==> src/rtl/morse_decoder.sv <==
`default_nettype none
// ============================================================================
//  Module   : morse_decoder
//  Purpose  : Morse key front-end. Synchronises and debounces a raw key,
//             times press/release intervals, classifies presses as dot or
//             dash, and decodes completed letters to ASCII. Emits one-cycle
//             char_valid pulses (letters and word spaces) and a one-cycle
//             clear pulse on a long hold.
//  Ports    : clk        in   1  clock (1 MHz nominal)
//             rst        in   1  asynchronous active-high reset
//             key        in   1  raw key, active-high, asynchronous to clk
//             char_out   out  8  decoded ASCII, held until next emission
//             char_valid out  1  one-cycle pulse, char_out valid this cycle
//             clear      out  1  one-cycle display clear request
//             key_db     out  1  debounced key level
//  Revision : 1.0  initial release
// ============================================================================
module morse_decoder #(
  parameter int DEBOUNCE_CYCLES   = 5000,
  parameter int DASH_MIN_CYCLES   = 200000,
  parameter int LETTER_GAP_CYCLES = 600000,
  parameter int WORD_GAP_CYCLES   = 1400000,
  parameter int CLEAR_CYCLES      = 2000000
) (
  input  logic       clk,
  input  logic       rst,
  input  logic       key,
  output logic [7:0] char_out,
  output logic       char_valid,
  output logic       clear,
  output logic       key_db
);

  localparam int DB_W = (DEBOUNCE_CYCLES > 1) ? $clog2(DEBOUNCE_CYCLES) : 1;

  localparam logic [DB_W-1:0] c_db_last    = DB_W'(DEBOUNCE_CYCLES - 1);
  localparam logic [20:0]     c_dash_min   = 21'(DASH_MIN_CYCLES);
  localparam logic [20:0]     c_letter_gap = 21'(LETTER_GAP_CYCLES);
  localparam logic [20:0]     c_word_gap   = 21'(WORD_GAP_CYCLES);
  localparam logic [20:0]     c_clear      = 21'(CLEAR_CYCLES);
  localparam logic [7:0]      c_space      = 8'h20;
  localparam logic [7:0]      c_unknown    = 8'h3F;

  typedef enum logic [1:0] {
    ST_IDLE      = 2'd0,
    ST_PRESS     = 2'd1,
    ST_GAP       = 2'd2,
    ST_WORD_WAIT = 2'd3
  } state_t;

  // --------------------------------------------------------------------------
  // Registers
  // --------------------------------------------------------------------------
  logic            sync1_q, sync1_d;
  logic            sync2_q, sync2_d;
  logic [DB_W-1:0] db_cnt_q, db_cnt_d;
  logic            key_db_q, key_db_d;
  logic [20:0]     dur_q, dur_d;
  state_t          state_q, state_d;
  logic [4:0]      sym_bits_q, sym_bits_d;
  logic [2:0]      sym_len_q, sym_len_d;
  logic            overflow_q, overflow_d;
  logic            clr_hold_q, clr_hold_d;
  logic [7:0]      char_out_q, char_out_d;
  logic            char_valid_q, char_valid_d;
  logic            clear_q, clear_d;

  logic            db_rise;
  logic            db_fall;
  logic [20:0]     dur_inc;
  logic            clear_hit;
  logic            elem_dash;

  // --------------------------------------------------------------------------
  // Decode table. Elements enter at bit 0, so the first element of an
  // n-element letter sits at bit n-1 (dot=0, dash=1).
  // --------------------------------------------------------------------------
  function automatic logic [7:0] decode(input logic [2:0] len,
                                        input logic [4:0] bits,
                                        input logic       ovf);
    logic [7:0] ch;
    ch = c_unknown;
    if (!ovf) begin
      case (len)
        3'd1: begin
          case (bits[0])
            1'b0:    ch = 8'h45; // E
            default: ch = 8'h54; // T
          endcase
        end
        3'd2: begin
          case (bits[1:0])
            2'b00:   ch = 8'h49; // I
            2'b01:   ch = 8'h41; // A
            2'b10:   ch = 8'h4E; // N
            default: ch = 8'h4D; // M
          endcase
        end
        3'd3: begin
          case (bits[2:0])
            3'b000:  ch = 8'h53; // S
            3'b001:  ch = 8'h55; // U
            3'b010:  ch = 8'h52; // R
            3'b011:  ch = 8'h57; // W
            3'b100:  ch = 8'h44; // D
            3'b101:  ch = 8'h4B; // K
            3'b110:  ch = 8'h47; // G
            default: ch = 8'h4F; // O
          endcase
        end
        3'd4: begin
          case (bits[3:0])
            4'b0000: ch = 8'h48; // H
            4'b0001: ch = 8'h56; // V
            4'b0010: ch = 8'h46; // F
            4'b0100: ch = 8'h4C; // L
            4'b0110: ch = 8'h50; // P
            4'b0111: ch = 8'h4A; // J
            4'b1000: ch = 8'h42; // B
            4'b1001: ch = 8'h58; // X
            4'b1010: ch = 8'h43; // C
            4'b1011: ch = 8'h59; // Y
            4'b1100: ch = 8'h5A; // Z
            4'b1101: ch = 8'h51; // Q
            default: ch = c_unknown;
          endcase
        end
        3'd5: begin
          case (bits)
            5'b11111: ch = 8'h30; // 0
            5'b01111: ch = 8'h31; // 1
            5'b00111: ch = 8'h32; // 2
            5'b00011: ch = 8'h33; // 3
            5'b00001: ch = 8'h34; // 4
            5'b00000: ch = 8'h35; // 5
            5'b10000: ch = 8'h36; // 6
            5'b11000: ch = 8'h37; // 7
            5'b11100: ch = 8'h38; // 8
            5'b11110: ch = 8'h39; // 9
            default:  ch = c_unknown;
          endcase
        end
        default: ch = c_unknown;
      endcase
    end
    return ch;
  endfunction

  // --------------------------------------------------------------------------
  // Synchroniser and debounce
  // --------------------------------------------------------------------------
  always_comb begin
    sync1_d  = key;
    sync2_d  = sync1_q;
    db_cnt_d = '0;
    key_db_d = key_db_q;
    if (sync2_q != key_db_q) begin
      if (db_cnt_q == c_db_last) begin
        key_db_d = sync2_q;
      end else begin
        db_cnt_d = db_cnt_q + 1'b1;
      end
    end
  end

  // Edges are taken on the update that flips key_db, so the FSM moves in
  // the same cycle key_db changes and dur reads 0 in the first cycle of
  // the new level.
  assign db_rise = key_db_d & ~key_db_q;
  assign db_fall = ~key_db_d & key_db_q;

  assign dur_inc = (dur_q == '1) ? dur_q : dur_q + 21'd1;
  assign dur_d   = (db_rise || db_fall) ? '0 : dur_inc;

  // Thresholds compare against dur_inc so an event lands in the cycle in
  // which dur_q equals the threshold, and the clear threshold still sees
  // its count on an edge update (where dur_d would already be cleared).
  assign clear_hit = (state_q == ST_PRESS) && !clr_hold_q && (dur_inc == c_clear);
  assign elem_dash = (dur_inc >= c_dash_min);

  // --------------------------------------------------------------------------
  // FSM next-state and outputs
  // --------------------------------------------------------------------------
  always_comb begin
    state_d      = state_q;
    sym_bits_d   = sym_bits_q;
    sym_len_d    = sym_len_q;
    overflow_d   = overflow_q;
    clr_hold_d   = clr_hold_q;
    char_out_d   = char_out_q;
    char_valid_d = 1'b0;
    clear_d      = 1'b0;

    case (state_q)
      ST_IDLE: begin
        if (db_rise) begin
          state_d    = ST_PRESS;
          clr_hold_d = 1'b0;
        end
      end

      ST_PRESS: begin
        if (clear_hit) begin
          clear_d    = 1'b1;
          sym_bits_d = '0;
          sym_len_d  = '0;
          overflow_d = 1'b0;
          clr_hold_d = 1'b1;
        end
        if (db_fall) begin
          if (clr_hold_q || clear_hit) begin
            state_d    = ST_IDLE;
            clr_hold_d = 1'b0;
          end else begin
            if (sym_len_q == 3'd5) begin
              overflow_d = 1'b1;
            end else begin
              sym_bits_d = {sym_bits_q[3:0], elem_dash};
              sym_len_d  = sym_len_q + 3'd1;
            end
            state_d = ST_GAP;
          end
        end
      end

      ST_GAP: begin
        if (db_rise) begin
          state_d = ST_PRESS;
        end else if (dur_inc == c_letter_gap) begin
          char_out_d   = decode(sym_len_q, sym_bits_q, overflow_q);
          char_valid_d = 1'b1;
          sym_bits_d   = '0;
          sym_len_d    = '0;
          overflow_d   = 1'b0;
          state_d      = ST_WORD_WAIT;
        end
      end

      ST_WORD_WAIT: begin
        if (db_rise) begin
          state_d = ST_PRESS;
        end else if (dur_inc == c_word_gap) begin
          char_out_d   = c_space;
          char_valid_d = 1'b1;
          state_d      = ST_IDLE;
        end
      end

      default: begin
        state_d = ST_IDLE;
      end
    endcase
  end

  // --------------------------------------------------------------------------
  // State registers
  // --------------------------------------------------------------------------
  always_ff @(posedge clk or posedge rst) begin
    if (rst) begin
      sync1_q      <= 1'b0;
      sync2_q      <= 1'b0;
      db_cnt_q     <= '0;
      key_db_q     <= 1'b0;
      dur_q        <= '0;
      state_q      <= ST_IDLE;
      sym_bits_q   <= '0;
      sym_len_q    <= '0;
      overflow_q   <= 1'b0;
      clr_hold_q   <= 1'b0;
      char_out_q   <= c_space;
      char_valid_q <= 1'b0;
      clear_q      <= 1'b0;
    end else begin
      sync1_q      <= sync1_d;
      sync2_q      <= sync2_d;
      db_cnt_q     <= db_cnt_d;
      key_db_q     <= key_db_d;
      dur_q        <= dur_d;
      state_q      <= state_d;
      sym_bits_q   <= sym_bits_d;
      sym_len_q    <= sym_len_d;
      overflow_q   <= overflow_d;
      clr_hold_q   <= clr_hold_d;
      char_out_q   <= char_out_d;
      char_valid_q <= char_valid_d;
      clear_q      <= clear_d;
    end
  end

  assign char_out   = char_out_q;
  assign char_valid = char_valid_q;
  assign clear      = clear_q;
  assign key_db     = key_db_q;

endmodule
`default_nettype wire

==> config.mk <==
export PLATFORM = sky130hd
export DESIGN_NAME = morse_decoder
export DESIGN_NICKNAME = d
export VERILOG_FILES = /design/src/rtl/morse_decoder.sv
export SDC_FILE = /design/constraint.sdc
export NUM_CORES = 1
export LEC_CHECK = 0
export ABC_AREA = 1
export CAP_MARGIN = 20
export CELL_PAD_IN_SITES_DETAIL_PLACEMENT = 1
export CELL_PAD_IN_SITES_GLOBAL_PLACEMENT = 1
export CORE_ASPECT_RATIO = 2
export CORE_MARGIN = 1
export CORE_UTILIZATION = 48
export DETAILED_ROUTE_END_ITERATION = 8
export PLACE_DENSITY_LB_ADDON = 0.1
export SYNTH_ARGS = -nofsm -noshare
export SYNTH_HDL_FRONTEND = slang
export SYNTH_SLANG_ARGS = --single-unit
==> constraint.sdc <==
create_clock -name clk -period 7.5 [get_ports clk]
set_input_delay 1.125 -clock clk [delete_from_list [all_inputs] [get_ports clk]]
set_output_delay 1.125 -clock clk [all_outputs]
set_load 0.005 [all_outputs]
==> impl_results.md <==
* Status: complete, no violations
* Critical path type: flip-flop to flip-flop
* Multi-input combinational cell area at 2592 um2
* Worst Setup End Kind: flip-flop
* Post-route setup slack at 4.226 ns
* WL per Instance at 18.49 um
* Worst Hold Class: flip-flop to flip-flop
* Routability cong. at 0.9137
* Initial Utilization at 49.61%
* Top cells by area, synth: dfrtp_1 (32%), nand2_1 (16%), nand3_1 (8.4%), inv_1 (7.6%), nor2_1 (7.6%)
* R2R Setup Slk at 4.23 ns
* Largest net degree at the start of global routing at 59
* Syn. warnings at 0
* Sequential area share after synthesis at 32.27%
* CP arrival at 3.50 ns
* Reg2reg end: sym_bits_q[4]
* H-Tree Level Count at 3
* Pre-antenna DRT Iters at 4
* Global route overflow at 0
* Endpoints failing setup at 0
* Hold EP: sync2_q
* Worst-margin pin slew at 0.9433 ns
* CTS sink count at 58
* Die ar. at 9794 um2
* Filler cell count at 1237
* CP startpoint kind: flip-flop
* Fin Clk Skew at 0.007857 ns
* Post-DP HPWL at 11840 um
* Post-cts sizing count at 0
* Synth async-reset ratio at 100.0%
* Antenna violations before repair at 0
* Chip height at 139.0 um
* Cells after Synth at 681
* Synth Area in Compound Gates at 6.087%
* Worst path slowest cell: dfrtp_1
* Post-Synth XOR/XNOR Area at 1.751%
* Req. time, crit path at 7.73 ns
* CP Cell Sequence: ha_1, inv_2, nor2_4, nand2_4, nor2_8, nand2_2, inv_1, nor2_1, nand2_1, nor2_1, nand2_1, nor2_2, nand2_4, nand3_2, nand2_1, nand3_1, nand2_1
* CP top delay family: simple AND/OR/NAND/NOR gates
* Final hold vios at 0
* Worst skew pair latency at 0.34 ns
* Post-Synth Simple-Gate Area at 45.22%
* Routed wire length at 14800 um
* Worst path bufs/invs at 2
* Setup Fix Bufs, Post-CTS at 0
* Max-slew violations at 0
* Vias at 4587
* Cell Area, Synth at 4502 um2
* Largest family of logic cells by synthesized area: simple AND/OR/NAND/NOR gates
* #FFs+latches synth at 58
* Post-synth top area share at 31.68%
* Layout Nets at 712
* Post-route ant nets at 0
* Root Driver: clkbuf_16
* Mux cell area share after synthesis at 0%
* Max Freq at 305.4 MHz
* Core area at 9074 um2
* Synth Area per Inst at 6.611 um2
* Vias per cell at 5.734
* MaxCap Viol Count at 0
* Power Dens Cells at 143.3 nW/um2
* Pre-CTS WS at 4.256 ns
* Port bufs at 12
* DRC Markers at 0
* Post-CTS Hold Buffers at 0
* First-pass GRT wire length at 24030 um
* CP max stage delay at 0.48 ns
* Finished Cell Area at 4961 um2
* P&R area growth vs syn at 10.20%
* Ports at 14
* CTS Buffer Depth at 2
* Die X-Extent at 70.48 um
* Count leader, synth: nand2_1
* CP Max Fanout at 29
* GRT Total Usage at 32.45%
* Placed Area at 4679 um2
* CTS tree: done
* Row cnt at 49
* Layout cells sized above 1 at 7.450%
* Reg2Reg Depth at 17
* Initial DRC Count at 229
* Seq. cell area at 1453 um2
* Main synth FF type: dfrtp_1
* Post-synthesis cell type count at 43
* Number of diodes at 0
* Crit path time final at 3.274 ns
* Pleak at 2.505 nW
* Cts bufs inserted at 9
* Min-delay src: sync1_q
* Post-synth EDFFs at 0
* Slew HR at 36.88%
* Vias in the first global route at 4993
* CP dominant cell by count: nand2_1
* Net Count, Synth at 700
* RSZ-0062 raised after global routing: no
* Hold Path Stages at 0
* RR Startpoint: dur_q[0]
* Post-synth top area cell: dfrtp_1
* Top post-synthesis cells by count: nand2_1 (191), inv_1 (91), nor2_1 (91), nand3_1 (76), dfrtp_1 (57)
* Worst vdd ir at 0.1554 mV
* Tcrit/Tclk final at 43.65%
* Area share of fa/ha/maj cells after synthesis at 4.447%
* Clock-pin slew on the worst setup and hold paths at 0.06 ns
* Setup TNS at 0 ns
==> logic make-up (layout without fill, tap and decap cells) <==
kind of cell	after synthesis	count (layout)
AOI/OAI and AO/OA	48	48
xor gates and xnor gates	9	9
adders and majority gates	16	16
buffers and inverters	113	130
DFF	58	58
other	1	1
and+or+nand+nor	436	436
==> worst max path at each step <==
stage	start	end	cells past startpoint	slack, ns
global route	dur_q[0]	sym_len_q[0]	17	3.92
detailed placement	dur_q[0]	sym_bits_q[4]	17	4.26
floorplan	rst	char_out[0]	1	4.95
finish	dur_q[0]	sym_bits_q[4]	17	4.23
CTS	dur_q[0]	sym_bits_q[4]	17	4.22
global placement	dur_q[0]	sym_bits_q[0]	17	4.41
==> registers in the layout, summed over array words and instances, names as in the netlist <==
| signal | flops |
|---|---|
| clear | 1 |
| db_cnt_q | 13 |
| sym_bits_q | 5 |
| char_valid | 1 |
| sync1_q | 1 |
| sym_len_q | 3 |
| state_q | 2 |
| dur_q | 21 |
| clr_hold_q | 1 |
| sync2_q | 1 |
| overflow_q | 1 |
| char_out | 7 |
| key_db | 1 |
==> placed cells by master, fill, tap and decap left out, drive strengths merged <==
master,Yosys,layout
a2111oi,1,1
a211oi,2,2
a21boi,1,1
a21o,1,1
a21oi,16,16
a31oi,2,2
buf,7,1
clkbuf,5,10
clkdlybuf4s50,0,12
clkinv,5,9
clkinvlp,0,2
conb,1,1
dfrtp,57,57
dfstp,1,1
ha,16,16
inv,96,96
nand2,203,203
nand3,80,80
nand3b,2,2
nand4,29,29
nor2,100,100
nor3,15,15
nor3b,3,3
nor4,3,3
o211ai,2,2
o21ai,18,18
o21bai,3,3
o221ai,1,1
o22ai,1,1
or2,1,1
xnor2,2,2
xor2,7,7
==> report_power, final <==
part	switching (mW)	total [mW]	internal [mW]	leakage (nW)
combinational	0.00936	0.0121	0.00272	1.59
sequential	0.00166	0.317	0.315	0.785
clock	0.150	0.382	0.232	0.134
total	0.161	0.711	0.550	2.51
==> routing by layer <==
| layer | track usage, % | vias up | share of wire [%] |
|---|---|---|---|
| met4 | 26.53 | 0 | 8.4 |
| li1 | - | 2211 | - |
| met1 | 27.17 | 2212 | 32 |
| met5 | 0 | - | 0 |
| met2 | 63.77 | 92 | 58 |
| met3 | 4.578 | 72 | 2.0 |
==> per-stage QoR <==
stage / hold slack (ns) / instances / utilization [%] / total power, mW
finish: 0.3471 / 800 / 54.67 / 0.7108
global route: 0.3528 / 800 / 54.67 / 0.7349
CTS: 0.3501 / 800 / 54.67 / 0.7174
global placement: 0.3325 / 784 / 51.57 / 0.3339
floorplan: 0.3312 / 681 / - / 0.3299
detailed placement: 0.3364 / 784 / 51.57 / 0.3346
==> layout make-up <==
type / instances / area share [%]
Sequential cell: 58 / 29.28
Tap cell: 102 / 2.573
Clock inverter: 6 / 0.8575
Multi-Input combinational cell: 510 / 52.26
Clock buffer: 10 / 4.817
Timing Repair Buffer: 13 / 2.573
Inverter: 101 / 7.642
(Power assumes the default switching activity.)
